File: src/rtl/fifo_pkg.sv
// Shared constants and width helpers for the synchronous FIFO family.
// Latency: n/a (compile-time only).
// Backpressure: n/a.
package fifo_pkg;

  localparam int DEF_WIDTH = 8;
  localparam int DEF_DEPTH = 128;

  // Width of a counter able to hold 0..depth inclusive.
  function automatic int fifo_cw(input int depth);
    return $clog2(depth + 1);
  endfunction

  // Width of a pointer indexing 0..depth-1 (at least one bit).
  function automatic int fifo_aw(input int depth);
    return (depth > 2) ? $clog2(depth) : 1;
  endfunction

endpackage

File: src/rtl/fifo_mem_dp.sv
// Storage array for the FIFO: one synchronous write port, one asynchronous read port.
// Latency: write lands on the clk edge; read is combinational from raddr.
// Backpressure: none; the caller guarantees writes only go to free slots.
//   ports: clk, we, waddr, wdata (write side); raddr, rdata (read side). No reset.
module fifo_mem_dp #(
  parameter int WIDTH = 8,
  parameter int DEPTH = 128,
  parameter int AW    = 7
) (
  input  logic             clk,
  input  logic             we,
  input  logic [AW-1:0]    waddr,
  input  logic [WIDTH-1:0] wdata,
  input  logic [AW-1:0]    raddr,
  output logic [WIDTH-1:0] rdata
);

  logic [WIDTH-1:0] mem [DEPTH];

  always_ff @(posedge clk) begin
    if (we) mem[waddr] <= wdata;
  end

  assign rdata = mem[raddr];

endmodule

File: src/rtl/param_sync_fifo.sv
// Parameterised single-clock FIFO, DEPTH words (any size >= 2), full slot usage.
// Latency: FWFT=0 -> data_o one edge after an accepted read; FWFT=1 -> head word shown immediately.
// Backpressure: writes refused when full unless a read is accepted on the same edge (overflow_o sticks);
//   reads refused when empty (underflow_o sticks). Ports: clk, rst (async, low), clr_i (sync flush),
//   data_i/n_we_i write side, data_o/n_re_i read side, status flags, count_o, sticky error flags.
module param_sync_fifo
  import fifo_pkg::*;
#(
  parameter int WIDTH     = DEF_WIDTH,
  parameter int DEPTH     = DEF_DEPTH,
  parameter int AFULL_TH  = DEPTH - 4,
  parameter int AEMPTY_TH = 4,
  parameter int FWFT      = 0,
  localparam int CW       = fifo_cw(DEPTH)
) (
  input  logic             clk,
  input  logic             rst,
  input  logic             clr_i,
  input  logic [WIDTH-1:0] data_i,
  input  logic             n_we_i,
  input  logic             n_re_i,
  output logic [WIDTH-1:0] data_o,
  output logic             p_empty_o,
  output logic             p_full_o,
  output logic             p_aempty_o,
  output logic             p_afull_o,
  output logic [CW-1:0]    count_o,
  output logic             overflow_o,
  output logic             underflow_o
);

  localparam int            AW       = fifo_aw(DEPTH);
  localparam logic [AW-1:0] LAST_PTR = AW'(DEPTH - 1);
  localparam logic [CW-1:0] FULL_CNT = CW'(DEPTH);

  logic [AW-1:0]    wr_ptr, rd_ptr;
  logic [CW-1:0]    count;
  logic             ovf, unf;
  logic             empty, full, rd_acc, wr_acc;
  logic [WIDTH-1:0] mem_rdata;

  // Explicit wrap so non-power-of-two depths never index past DEPTH-1.
  function automatic logic [AW-1:0] next_ptr(input logic [AW-1:0] p);
    return (p == LAST_PTR) ? '0 : p + AW'(1);
  endfunction

  assign empty = (count == '0);
  assign full  = (count == FULL_CNT);

  // A read frees the slot the same edge, so a full FIFO still takes a write alongside it.
  // An empty FIFO never takes a read, even with a concurrent write.
  assign rd_acc = !n_re_i && !empty;
  assign wr_acc = !n_we_i && (!full || rd_acc);

  fifo_mem_dp #(
    .WIDTH (WIDTH),
    .DEPTH (DEPTH),
    .AW    (AW)
  ) u_mem (
    .clk   (clk),
    .we    (wr_acc && !clr_i),
    .waddr (wr_ptr),
    .wdata (data_i),
    .raddr (rd_ptr),
    .rdata (mem_rdata)
  );

  always_ff @(posedge clk or negedge rst) begin
    if (!rst) begin
      wr_ptr <= '0;
      rd_ptr <= '0;
      count  <= '0;
      ovf    <= 1'b0;
      unf    <= 1'b0;
    end else if (clr_i) begin
      wr_ptr <= '0;
      rd_ptr <= '0;
      count  <= '0;
      ovf    <= 1'b0;
      unf    <= 1'b0;
    end else begin
      if (wr_acc) wr_ptr <= next_ptr(wr_ptr);
      if (rd_acc) rd_ptr <= next_ptr(rd_ptr);
      case ({wr_acc, rd_acc})
        2'b10:   count <= count + CW'(1);
        2'b01:   count <= count - CW'(1);
        default: count <= count;
      endcase
      if (!n_we_i && full && !rd_acc) ovf <= 1'b1;
      if (!n_re_i && empty)           unf <= 1'b1;
    end
  end

  generate
    if (FWFT != 0) begin : g_fwft
      assign data_o = empty ? '0 : mem_rdata;
    end else begin : g_reg
      logic [WIDTH-1:0] dout_q;
      always_ff @(posedge clk or negedge rst) begin
        if (!rst)        dout_q <= '0;
        else if (clr_i)  dout_q <= '0;
        else if (rd_acc) dout_q <= mem_rdata;
      end
      assign data_o = dout_q;
    end
  endgenerate

  // Thresholds compared as signed ints so out-of-range settings behave sensibly.
  assign p_empty_o   = empty;
  assign p_full_o    = full;
  assign p_aempty_o  = (int'(count) <= AEMPTY_TH);
  assign p_afull_o   = (int'(count) >= AFULL_TH);
  assign count_o     = count;
  assign overflow_o  = ovf;
  assign underflow_o = unf;

endmodule

File: config.mk
export PLATFORM = sky130hd
export DESIGN_NAME = param_sync_fifo
export DESIGN_NICKNAME = d
export VERILOG_FILES = /design/src/rtl/fifo_pkg.sv /design/src/rtl/fifo_mem_dp.sv /design/src/rtl/param_sync_fifo.sv
export SDC_FILE = /design/constraint.sdc
export NUM_CORES = 1
export LEC_CHECK = 0
export CAP_MARGIN = 20
export CORE_ASPECT_RATIO = 1.75
export CORE_MARGIN = 2
export CORE_UTILIZATION = 50
export CTS_CLUSTER_DIAMETER = 200
export CTS_CLUSTER_SIZE = 40
export DETAILED_ROUTE_END_ITERATION = 10
export PLACE_DENSITY = 0.67
export SLEW_MARGIN = 20
export SYNTH_ARGS = -nofsm -noshare
export SYNTH_HDL_FRONTEND = slang
export SYNTH_SLANG_ARGS = --single-unit
File: constraint.sdc
create_clock -name clk -period 3.8 [get_ports clk]
set_input_delay 0.76 -clock clk [delete_from_list [all_inputs] [get_ports clk]]
set_output_delay 0.76 -clock clk [all_outputs]
set_load 0.01 [all_outputs]
==> run summary, run 1 <==
peak supply drop: 0.000450 V
Sw Pwr: 5.48 mW
DRT antenna net count: 0
Cells after Synth: 1987
minimum clock period: 3420 ps
Tot GR Track Use: 0.219
post-route setup TNS: 0 ps
First-pass DRT Iterations: 5
fin. max-slew vios: 0
Slew HR: 0.307
pin count of the biggest net entering global routing: 95
CORE AREA: 0.0817 mm2
#FFs+latches synth: 1056
clock buffer depth: 3
pwr/cell area: 489 mW/mm2
Post-synth EDFFs: 1024
CTS Buf Count: 30
Clock Sinks: 1056
DR vias: 19831
initial antenna violation count: 0
post-synthesis compound-gate area fraction: 0.0389
hold-fix buffers at CTS: 0
clock root buffer: clkbuf_16
placed cell area: 0.0439 mm2
CP max FO: 6
vias in the first global route: 20723
clock share of power: 0.218
largest family of logic cells by synthesized area: multiplexers
FMAX: 292 MHz
Startpoint Class: flop
Post-Synth Adder-Cell Area: 0.00292
Area Overhead vs Synth: 8.77%
Ant. Diodes: 0
Residual DRC: 0
Die Y-Extent: 383 um
first-pass GRT wire length: 137 mm
Placement Setup Slack: 111 ps
Initial Util: 0.503
DRT Wirelength: 93.5 mm
dpl hpwl: 61.2 mm
WP data arrival: 2660 ps
Die X: 221 um
MaxCap Viol Count: 0
Mapped Area: 0.0411 mm2
total global routing overflow: 0
Req. time, crit path: 3040 ps
setup ws final: 381 ps
Hold Vio Cnt, Final: 0
sequential share of the synthesized area: 0.767
asr flop ratio synth: 0.0303
Internal: 16.4 mW
WL/cell: 29.2 um
Worst Setup Path Type: reg -> out
Synth cell types: 54
IO Pins: 35
sw frac: 0.250
Syn Area/Cell: 20.7 um2
Initial DRC Count: 2099
Worst Hold Class: reg -> reg
register area: 0.0316 mm2
Logic pwr share: 0.189
FP Rows: 139
fin nets: 2143
measured slew at the worst slew-check pin: 1040 ps
layout cell share with drive strength beyond 1: 0.224
Reg clk slew, reported paths: 140 ps
postcts setup bufs: 0
Resized Gates After CTS: 0
Filler cells: 6111
cell area after layout: 0.0448 mm2
Post-Synth XOR/XNOR Area: 0.00255
R2R Setup Slk: 400 ps
sequential share of power: 0.594
die area: 0.0847 mm2
multiplexer share of the synthesized area: 0.144
LEAKAGE: 13.6 nW
status: complete, no violations
clock insertion delay at the later pin of the skew report: 670 ps
CP peak stage delay: 590 ps
gp weighted congestion: 0.831
Synth warnings: 0
dominant synthesized flop cell: edfxtp_1
Fin Clk Skew: 40.7 ps
Post-Synth Simple-Gate Area: 0.0304
Crit. End Element: output pin
htree depth: 1
Port Buffers: 34
vias per std cell: 6.19
hold slack: 529 ps
TritonCTS clock tree: yes
Final setup viols: 0
Crit-path slowest cell: clkdlybuf4s50_1
net count after synthesis: 2009
area of the multi-input gates: 0.00904 mm2
RSZ-0062 raised after global routing: false
period utilization: 0.900
worst-path cell chain: nor3_1 > nand2_1 > nor2_1 > clkdlybuf4s50_1
## synth_stat cells (3+ instances only)
cell type     n  area, um2
a2111oi_0     7       61.3
a211o_1      14        123
a211oi_1      8       60.1
a21oi_1      41        205
a221oi_1      8       70.1
a22o_1       24        210
a22oi_1      64        480
and2_1        3       18.8
and3_1        4       25.0
buf_1        13       48.8
buf_2        34        170
buf_4         4       30.0
buf_6         8       90.1
clkbuf_1     56        210
dfrtp_1      32        801
edfxtp_1   1024      30700
ha_1          8        100
inv_1         7       26.3
mux2i_1      40        400
mux4_2      246       5540
nand2_1      58        218
nand2b_1      5       31.3
nand3_1      13       65.1
nand3b_1      4       30.0
nand4_1      11       68.8
nand4b_1      3       26.3
nor2_1      156        586
nor2b_1       8       50.1
nor3_1        8       40.0
o21ai_0       7       35.0
o221ai_1     18        158
o22ai_1       4       25.0
o31ai_1       6       45.0
xnor2_1       4       35.0
xor2_1        8       70.1
## cells in the final DEF (no fill, tap or decap), types with 3 or more instances in the layout
master           netlist  layout
edfxtp_1            1024    1024
mux4_2               246     246
buf_4                  4     174
nor2_1               156     155
a22oi_1               64      64
nand2_1               58      58
a21oi_1               41      41
mux2i_1               40      40
clkbuf_16              0      31
dfrtp_1               32      30
clkdlybuf4s50_1        0      26
a22o_1                24      24
clkbuf_1              56      24
o221ai_1              18      18
buf_12                 0      17
a211o_1               14      14
nand3_1               13      13
nand4_1               11      11
nor3_1                 8       8
a221oi_1               8       8
a211oi_1               8       8
xor2_1                 8       8
ha_1                   8       8
inv_1                  7       7
o21ai_0                7       7
a2111oi_0              7       7
nor2b_1                8       6
o31ai_1                6       6
nand2b_1               5       5
and3_1                 4       4
nand3b_1               4       4
xnor2_1                4       4
o22ai_1                4       4
nand4b_1               3       3
## cells by family (layout without fill, tap and decap cells)
| family | count (synthesis) | in the layout |
|---|---|---|
| DFF | 1056 | 1056 |
| and+or+nand+nor | 285 | 285 |
| buffers and inverters | 122 | 280 |
| muxes | 286 | 286 |
| xor gates and xnor gates | 12 | 12 |
| AOI/OAI and AO/OA | 217 | 217 |
| adders and majority gates | 9 | 9 |
## area by class of cell
class,count,share of cell area
Sequential cell,1056,0.705
Multi-Input combinational cell,809,0.202
Timing Repair Buffer,217,0.0426
Tap cell,1057,0.0296
Clock buffer,55,0.0193
Clock inverter,1,0.000671
Inverter,7,0.000587
## final timing paths
check	start	end	cells past startpoint
worst max-delay path	count_o[0]	p_full_o	4
worst min-delay path	underflow_o	underflow_o	2
worst max register to register	rd_ptr[0]	data_o[4]	6
worst min register to register	underflow_o	underflow_o	2
max in group asynchronous	rst	wr_ptr[6]	2
min in group asynchronous	rst	data_o[0]	1
## per-stage QoR
stage	std cells	util	total power, mW
4_1_cts	3202	0.547	22.1
2_1_floorplan	1987	-	16.0
5_1_grt	3202	0.547	22.6
3_5_place_dp	3146	0.537	17.5
3_3_place_gp	3146	0.537	17.4
6_report	3202	0.547	21.9
## state kept, by name, summed over array words and instances, names as in the netlist
register     flops
count_o          8
u_mem.mem     1024
data_o           8
rd_ptr           7
underflow_o      1
wr_ptr           7
overflow_o       1
## power groups by stage
| stage | Sequential (mW) | Clock [mW] | Combinational, mW |
|---|---|---|---|
| global placement | 13.3 | 0 | 4.13 |
| detailed placement | 13.3 | 0 | 4.20 |
| finish | 13.0 | 4.77 | 4.13 |
| floorplan | 13.2 | 0 | 2.82 |
| CTS | 13.0 | 4.87 | 4.20 |
| global route | 13.0 | 5.21 | 4.39 |
## layer usage
layer | global-route usage | vias to the layer above | part of all wire
li1 | - | 8471 | -
met1 | 0.264 | 10554 | 0.37
met2 | 0.409 | 659 | 0.55
met3 | 0.0171 | 147 | 0.043
met4 | 0.0876 | 0 | 0.043
met5 | 0 | - | 0
## critical path, delay by kind of cell, from the launching register on
kind | cells | cell delay (ps)
flops | 1 | 510
buf+inv | 1 | 590
simple gates | 3 | 890
(Power assumes the default switching activity.)
==> inputs of run 2 (changes only) <==
--- a/config.mk
+++ b/config.mk
@@ -5,6 +5,7 @@
 export SDC_FILE = /design/constraint.sdc
 export NUM_CORES = 1
 export LEC_CHECK = 0
+export ABC_AREA = 1
 export CAP_MARGIN = 20
 export CORE_ASPECT_RATIO = 1.75
 export CORE_MARGIN = 2
==> run 2 against run 1 <==
  * Via count grew 41%
  * Critical path type unchanged
  * Worst setup slack gained 280 ps
  * Sequential power about the same
  * Maximum frequency increased by 8.8%
  * Register-to-register slack better by 510 ps
  * Core utilization fell by 1.3 points
  * Non-clock buffer count down 70
==> run summary, run 2 <==
dominant synthesized flop cell: edfxtp_1 (unchanged)
initial antenna violation count: 1 (was 0)
CP max FO: 4 (was 6)
status: complete, no violations (unchanged)
Filler cells: 7364 (was 6111)
htree depth: 1 (unchanged)
gp weighted congestion: 0.917 (was 0.831)
WL/cell: 22.8 um (was 29.2 um)
LEAKAGE: 16.1 nW (was 13.6 nW)
Clock Sinks: 1056 (unchanged)
IO Pins: 35 (unchanged)
WP data arrival: 2380 ps (was 2660 ps)
Slew HR: 0.270 (was 0.307)
die area: 0.0898 mm2 (was 0.0847 mm2)
CTS Buf Count: 30 (unchanged)
minimum clock period: 3140 ps (was 3420 ps)
cell area after layout: 0.0463 mm2 (was 0.0448 mm2)
period utilization: 0.827 (was 0.900)
Final setup viols: 0 (unchanged)
vias in the first global route: 27115 (was 20723)
First-pass DRT Iterations: 6 (was 5)
worst-path cell chain: inv_1 > nand3_1 > a211oi_1 > clkdlybuf4s50_1 (was nor3_1 > nand2_1 > nor2_1 > clkdlybuf4s50_1)
Initial Util: 0.504 (was 0.503)
total global routing overflow: 0 (unchanged)
CP peak stage delay: 610 ps (was 590 ps)
Ant. Diodes: 0 (unchanged)
Req. time, crit path: 3040 ps (about the same)
clock buffer depth: 3 (unchanged)
Worst Setup Path Type: reg -> out (unchanged)
FMAX: 318 MHz (was 292 MHz)
post-route setup TNS: 0 ps (unchanged)
Final Power: 24.5 mW (was 21.9 mW)
peak supply drop: 0.000634 V (was 0.000450 V)
Synth warnings: 0 (unchanged)
Crit-path slowest cell: clkdlybuf4s50_1 (unchanged)
measured slew at the worst slew-check pin: 1090 ps (was 1040 ps)
Die Y-Extent: 395 um (was 383 um)
Initial DRC Count: 2782 (was 2099)
Cells after Synth: 3770 (was 1987)
max reg flops: 1024 (unchanged)
Residual DRC: 0 (unchanged)
most common cell after layout, fill and taps aside: nand2_1 (was edfxtp_1)
Area Overhead vs Synth: 5.99% (was 8.77%)
fin. max-slew vios: 0 (unchanged)
Worst Hold Class: in -> async (was reg -> reg)
Syn Area/Cell: 11.6 um2 (was 20.7 um2)
vias per std cell: 5.72 (was 6.19)
pwr/cell area: 529 mW/mm2 (was 489 mW/mm2)
Synth area leaders: edfxtp_1 (70%), nand3_1 (11%), nand2_1 (9.7%) (was edfxtp_1 (75%), mux4_2 (13%), dfrtp_1 (1.9%))
MaxCap Viol Count: 0 (unchanged)
FP Rows: 143 (was 139)
Post-synth top cells: nand2_1 (1123), edfxtp_1 (1024), nand3_1 (967) (was edfxtp_1 (1024), mux4_2 (246), nor2_1 (156))
Tot GR Track Use: 0.249 (was 0.219)
delay-heaviest family, CP: buffers and inverters (was simple AND/OR/NAND/NOR gates)
pin count of the biggest net entering global routing: 165 (was 95)
Hold Vio Cnt, Final: 0 (unchanged)
Mapped Area: 0.0437 mm2 (was 0.0411 mm2)
CP bufs+invs: 2 (was 1)
clock insertion delay at the later pin of the skew report: 700 ps (was 670 ps)
asr flop ratio synth: 0.0303 (unchanged)
Crit. End Element: output pin (unchanged)
Synth cell types: 38 (was 54)
Startpoint Class: flop (unchanged)
Reg clk slew, reported paths: 150 ps (was 140 ps)
Yosys top cell by area: edfxtp_1 (unchanged)
TritonCTS clock tree: yes (unchanged)
placed cell area: 0.0454 mm2 (was 0.0439 mm2)
sequential share of the synthesized area: 0.723 (was 0.767)
layout cell share with drive strength beyond 1: 0.0484 (was 0.224)
CORE AREA: 0.0866 mm2 (was 0.0817 mm2)
first-pass GRT wire length: 165 mm (was 137 mm)
RSZ-0062 raised after global routing: false (unchanged)
dpl hpwl: 68.9 mm (was 61.2 mm)
DRT antenna net count: 0 (unchanged)
register area: 0.0316 mm2 (about the same)
clock root buffer: clkbuf_16 (unchanged)
largest reg by FF count: u_mem.mem (unchanged)
Fin Clk Skew: 43.5 ps (was 40.7 ps)
Resized Gates After CTS: 0 (unchanged)
area of the multi-input gates: 0.0105 mm2 (was 0.00904 mm2)
leading cell types in the layout, fill and taps excluded: nand2_1 (1123), edfxtp_1 (1024), nand3_1 (967) (was edfxtp_1 (1024), mux4_2 (246), buf_4 (174))
Die X: 227 um (was 221 um)
fin nets: 3734 (was 2143)
Port Buffers: 34 (unchanged)
#FFs+latches synth: 1056 (unchanged)
count leader, synth: nand2_1 (was edfxtp_1)
DR vias: 28016 (was 19831)
DRT Wirelength: 112 mm (was 93.5 mm)
hold-fix buffers at CTS: 0 (unchanged)
Post-synth EDFFs: 1024 (unchanged)
postcts setup bufs: 0 (unchanged)
net count after synthesis: 3792 (was 2009)
Synth top area share: 0.704 (was 0.747)
==> run 2: logic make-up after synthesis <==
family | Yosys count | share of synthesized area
AOI/OAI and AO/OA | 65 | 0.00880
xor gates and xnor gates | 6 | 0.00120
adders and majority gates | 9 | 0.00275
buffers and inverters | 336 | 0.0371
DFF | 1056 | 0.723
and+or+nand+nor | 2298 | 0.228
==> run 2: cell type report <==
type	instances	share of cell area
Sequential cell	1056	0.682
Clock buffer	55	0.0187
Inverter	99	0.00841
Timing Repair Buffer	147	0.0322
Tap cell	1160	0.0314
Multi-Input combinational cell	2378	0.227
Clock inverter	1	0.000649
==> run 2: per-layer routing <==
| metal | vias to the layer above | global-route usage | routed length [um] |
|---|---|---|---|
| li1 | 13031 | - | - |
| met1 | 13560 | 0.295 | 39700 |
| met2 | 1162 | 0.445 | 58500 |
| met3 | 261 | 0.0205 | 6830 |
| met4 | 2 | 0.134 | 6580 |
| met5 | - | 0 | 13 |
==> run 2: stage by stage <==
step / hold WS (ps) / instances / utilization / setup slack, ps
2_1_floorplan: 464 / 3770 / - / 1210
3_3_place_gp: 467 / 4840 / 0.524 / 437
3_5_place_dp: 483 / 4840 / 0.524 / 404
4_1_cts: 483 / 4896 / 0.534 / 594
5_1_grt: 20.3 / 4896 / 0.534 / 527
6_report: 11.0 / 4896 / 0.534 / 659
==> run 2: power by group <==
group	switching [mW]	internal, mW	total, mW
clock network	3.17	1.58	4.76
logic	4.74	1.99	6.72
registers	0.156	12.8	13.0
total	8.07	16.4	24.5
==> run 2: final timing paths <==
kind	start	to	slack, ps	depth (start not counted)
setup reg to reg	count_o[0]	u_mem.mem[42][3]	910	8
hold / removal	rst	data_o[3]	10	1
min in group clk	data_i[4]	u_mem.mem[87][4]	500	1
hold reg to reg	data_o[1]	data_o[1]	530	2
setup / recovery	count_o[7]	p_aempty_o	660	4
max in group asynchronous	rst	count_o[4]	3230	2
==> run 2: worst register-to-register path: cells and delay by family (launching register included) <==
kind / cells / cell delay, ps
buffers and inverters: 1 / 110
DFF: 1 / 480
and+or+nand+nor: 7 / 1940
==> inputs of run 3 (changes only) <==
==> constraint.sdc (replaced) <==
create_clock -name clk -period 3.1 [get_ports clk]
set_input_delay 0.62 -clock clk [delete_from_list [all_inputs] [get_ports clk]]
set_output_delay 0.62 -clock clk [all_outputs]
set_load 0.01 [all_outputs]
==> run 3 against run 2 <==
  * First-iteration DRC count up 5.3%
  * Register-to-register slack got worse by 480 ps
  * Worst hold slack better by 260 ps
  * Critical path type unchanged
  * Critical endpoint unchanged
  * Highest routed layer is now met4
==> run summary, run 3 (synthesis gave the netlist of run 2 again) <==
Req. time, crit path: 2480 ps (was 3040 ps)
die area: 0.0898 mm2 (unchanged)
Port Buffers: 34 (unchanged)
crit path launch: count_o[5] (was count_o[7])
TritonCTS clock tree: yes (unchanged)
largest reg by FF count: u_mem.mem (unchanged)
placed cell area: 0.0463 mm2 (was 0.0454 mm2)
Reg2Reg Launch Point: count_o[5] (was count_o[0])
clock buffer depth: 3 (unchanged)
gp weighted congestion: 0.896 (was 0.917)
period utilization: 0.946
Placement Setup Slack: 179 ps (was 404 ps)
DR vias: 28459 (was 28016)
RSZ-0062 raised after global routing: false (unchanged)
max reg flops: 1024 (unchanged)
LEAKAGE: 16.7 nW (was 16.1 nW)
most common cell after layout, fill and taps aside: nand2_1 (unchanged)
pin count of the biggest net entering global routing: 147 (was 165)
DRT antenna net count: 0 (unchanged)
Die Y-Extent: 395 um (unchanged)
CP peak stage delay: 570 ps (was 610 ps)
FP Rows: 143 (unchanged)
status: complete, no violations (unchanged)
vias per std cell: 5.69 (was 5.72)
postcts setup bufs: 0 (unchanged)
Inst Count DP: 4943 (was 4840)
cell area after layout: 0.0472 mm2 (was 0.0463 mm2)
minimum clock period: 2930 ps
measured slew at the worst slew-check pin: 838 ps (was 1090 ps)
layout cell share with drive strength beyond 1: 0.0740 (was 0.0484)
delay-heaviest family, CP: buffers and inverters (unchanged)
clock insertion delay at the later pin of the skew report: 680 ps (was 700 ps)
worst-path cell chain: nor2_1 > nand3_1 > a211oi_2 > clkdlybuf4s50_1 (was inv_1 > nand3_1 > a211oi_1 > clkdlybuf4s50_1)
total global routing overflow: 0 (unchanged)
vias in the first global route: 28292 (was 27115)
CP bufs+invs: 1 (was 2)
Initial DRC Count: 2929 (was 2782)
clock root buffer: clkbuf_16 (unchanged)
WL/cell: 22.6 um (was 22.8 um)
non-filler instance count after layout: 5000 (was 4896)
MaxCap Viol Count: 0 (unchanged)
Worst Setup Path Type: reg -> out (unchanged)
Die X: 227 um (unchanged)
Tot GR Track Use: 0.252 (was 0.249)
Slew HR: 0.440 (was 0.270)
Startpoint Class: flop (unchanged)
peak supply drop: 0.000655 V (was 0.000634 V)
Reg clk slew, reported paths: 140 ps (was 150 ps)
post-route setup TNS: 0 ps (unchanged)
pwr/cell area: 641 mW/mm2 (was 529 mW/mm2)
R2R Setup Slk: 430 ps (was 910 ps)
R2R cell count: 17 (was 8)
dpl hpwl: 69.9 mm (was 68.9 mm)
Final Power: 30.2 mW (was 24.5 mW)
Crit path depth: 4 (unchanged)
IO Pins: 35 (unchanged)
fin nets: 3837 (was 3734)
WP data arrival: 2310 ps (was 2380 ps)
first-pass GRT wire length: 168 mm (was 165 mm)
Fin Clk Skew: 32.4 ps (was 43.5 ps)
CTS Buf Count: 30 (unchanged)
Crit. End Element: output pin (unchanged)
Worst Hold Class: in -> reg (was in -> async)
Final setup viols: 0 (unchanged)
Resized Gates After CTS: 0 (unchanged)
Initial Util: 0.504 (unchanged)
CP max FO: 5 (was 4)
Hold Vio Cnt, Final: 0 (unchanged)
Crit-path slowest cell: clkdlybuf4s50_1 (unchanged)
fin. max-slew vios: 0 (unchanged)
Residual DRC: 0 (unchanged)
Area Overhead vs Synth: 8.05% (was 5.99%)
r2r endpoint: count_o[6] (was u_mem.mem[42][3])
FMAX: 341 MHz
setup ws final: 169 ps (was 659 ps)
hold-fix buffers at CTS: 0 (unchanged)
Final Util: 0.545 (was 0.534)
Critical Path Sink: p_aempty_o (unchanged)
initial antenna violation count: 0 (was 1)
First-pass DRT Iterations: 6 (unchanged)
leading cell types in the layout, fill and taps excluded: nand2_1 (1123), edfxtp_1 (1024), nand3_1 (967) (unchanged)
hold slack: 273 ps (was 11.0 ps)
Clock Sinks: 1056 (unchanged)
DRT Wirelength: 113 mm (was 112 mm)
htree depth: 1 (unchanged)
CORE AREA: 0.0866 mm2 (unchanged)
## run 3: cell types whose count changed in the layout (fill, tap and decap cells not counted)
cell	delta
diode_2	+1
buf_4	+94
a211oi_2	+1
buf_2	-1
buf_12	+9
clkdlybuf4s50_1	+1
a211oi_1	-1
## run 3: worst min-delay path by stage
stage,start,endpoint,depth (start not counted)
after CTS,data_i[3],u_mem.mem[92][3],1
after global placement,data_o[1],data_o[1],2
final,data_i[3],u_mem.mem[92][3],1
after global routing,data_i[3],u_mem.mem[92][3],1
after floorplan,rst,count_o[0],0
after detailed placement,data_o[0],data_o[0],2
## run 3: final cells by class
| class | instances | area, um2 |
|---|---|---|
| multi-input combinational | 2378 | 10500 |
| clock inverter | 1 | 30.0 |
| timing repair buffer | 250 | 2380 |
| sequential | 1056 | 31600 |
| clock buffer | 55 | 866 |
| tap | 1160 | 1450 |
| inverter | 99 | 389 |
| fill | 7405 | 39400 |
| antenna | 1 | 2.50 |
## run 3: metal layers
| metal | up-vias | wire [um] | global-route usage |
|---|---|---|---|
| met1 | 13773 | 40100 | 0.293 |
| met2 | 1181 | 59900 | 0.460 |
| met5 | - | 0 | 0 |
| met4 | 0 | 6480 | 0.134 |
| li1 | 13237 | - | - |
| met3 | 268 | 6460 | 0.0170 |
## run 3: power breakdown
group | switching (mW) | leakage [nW] | internal, mW
registers | 0.141 | 9.63 | 15.7
clock network | 3.89 | 0.422 | 1.94
logic | 5.94 | 6.65 | 2.57
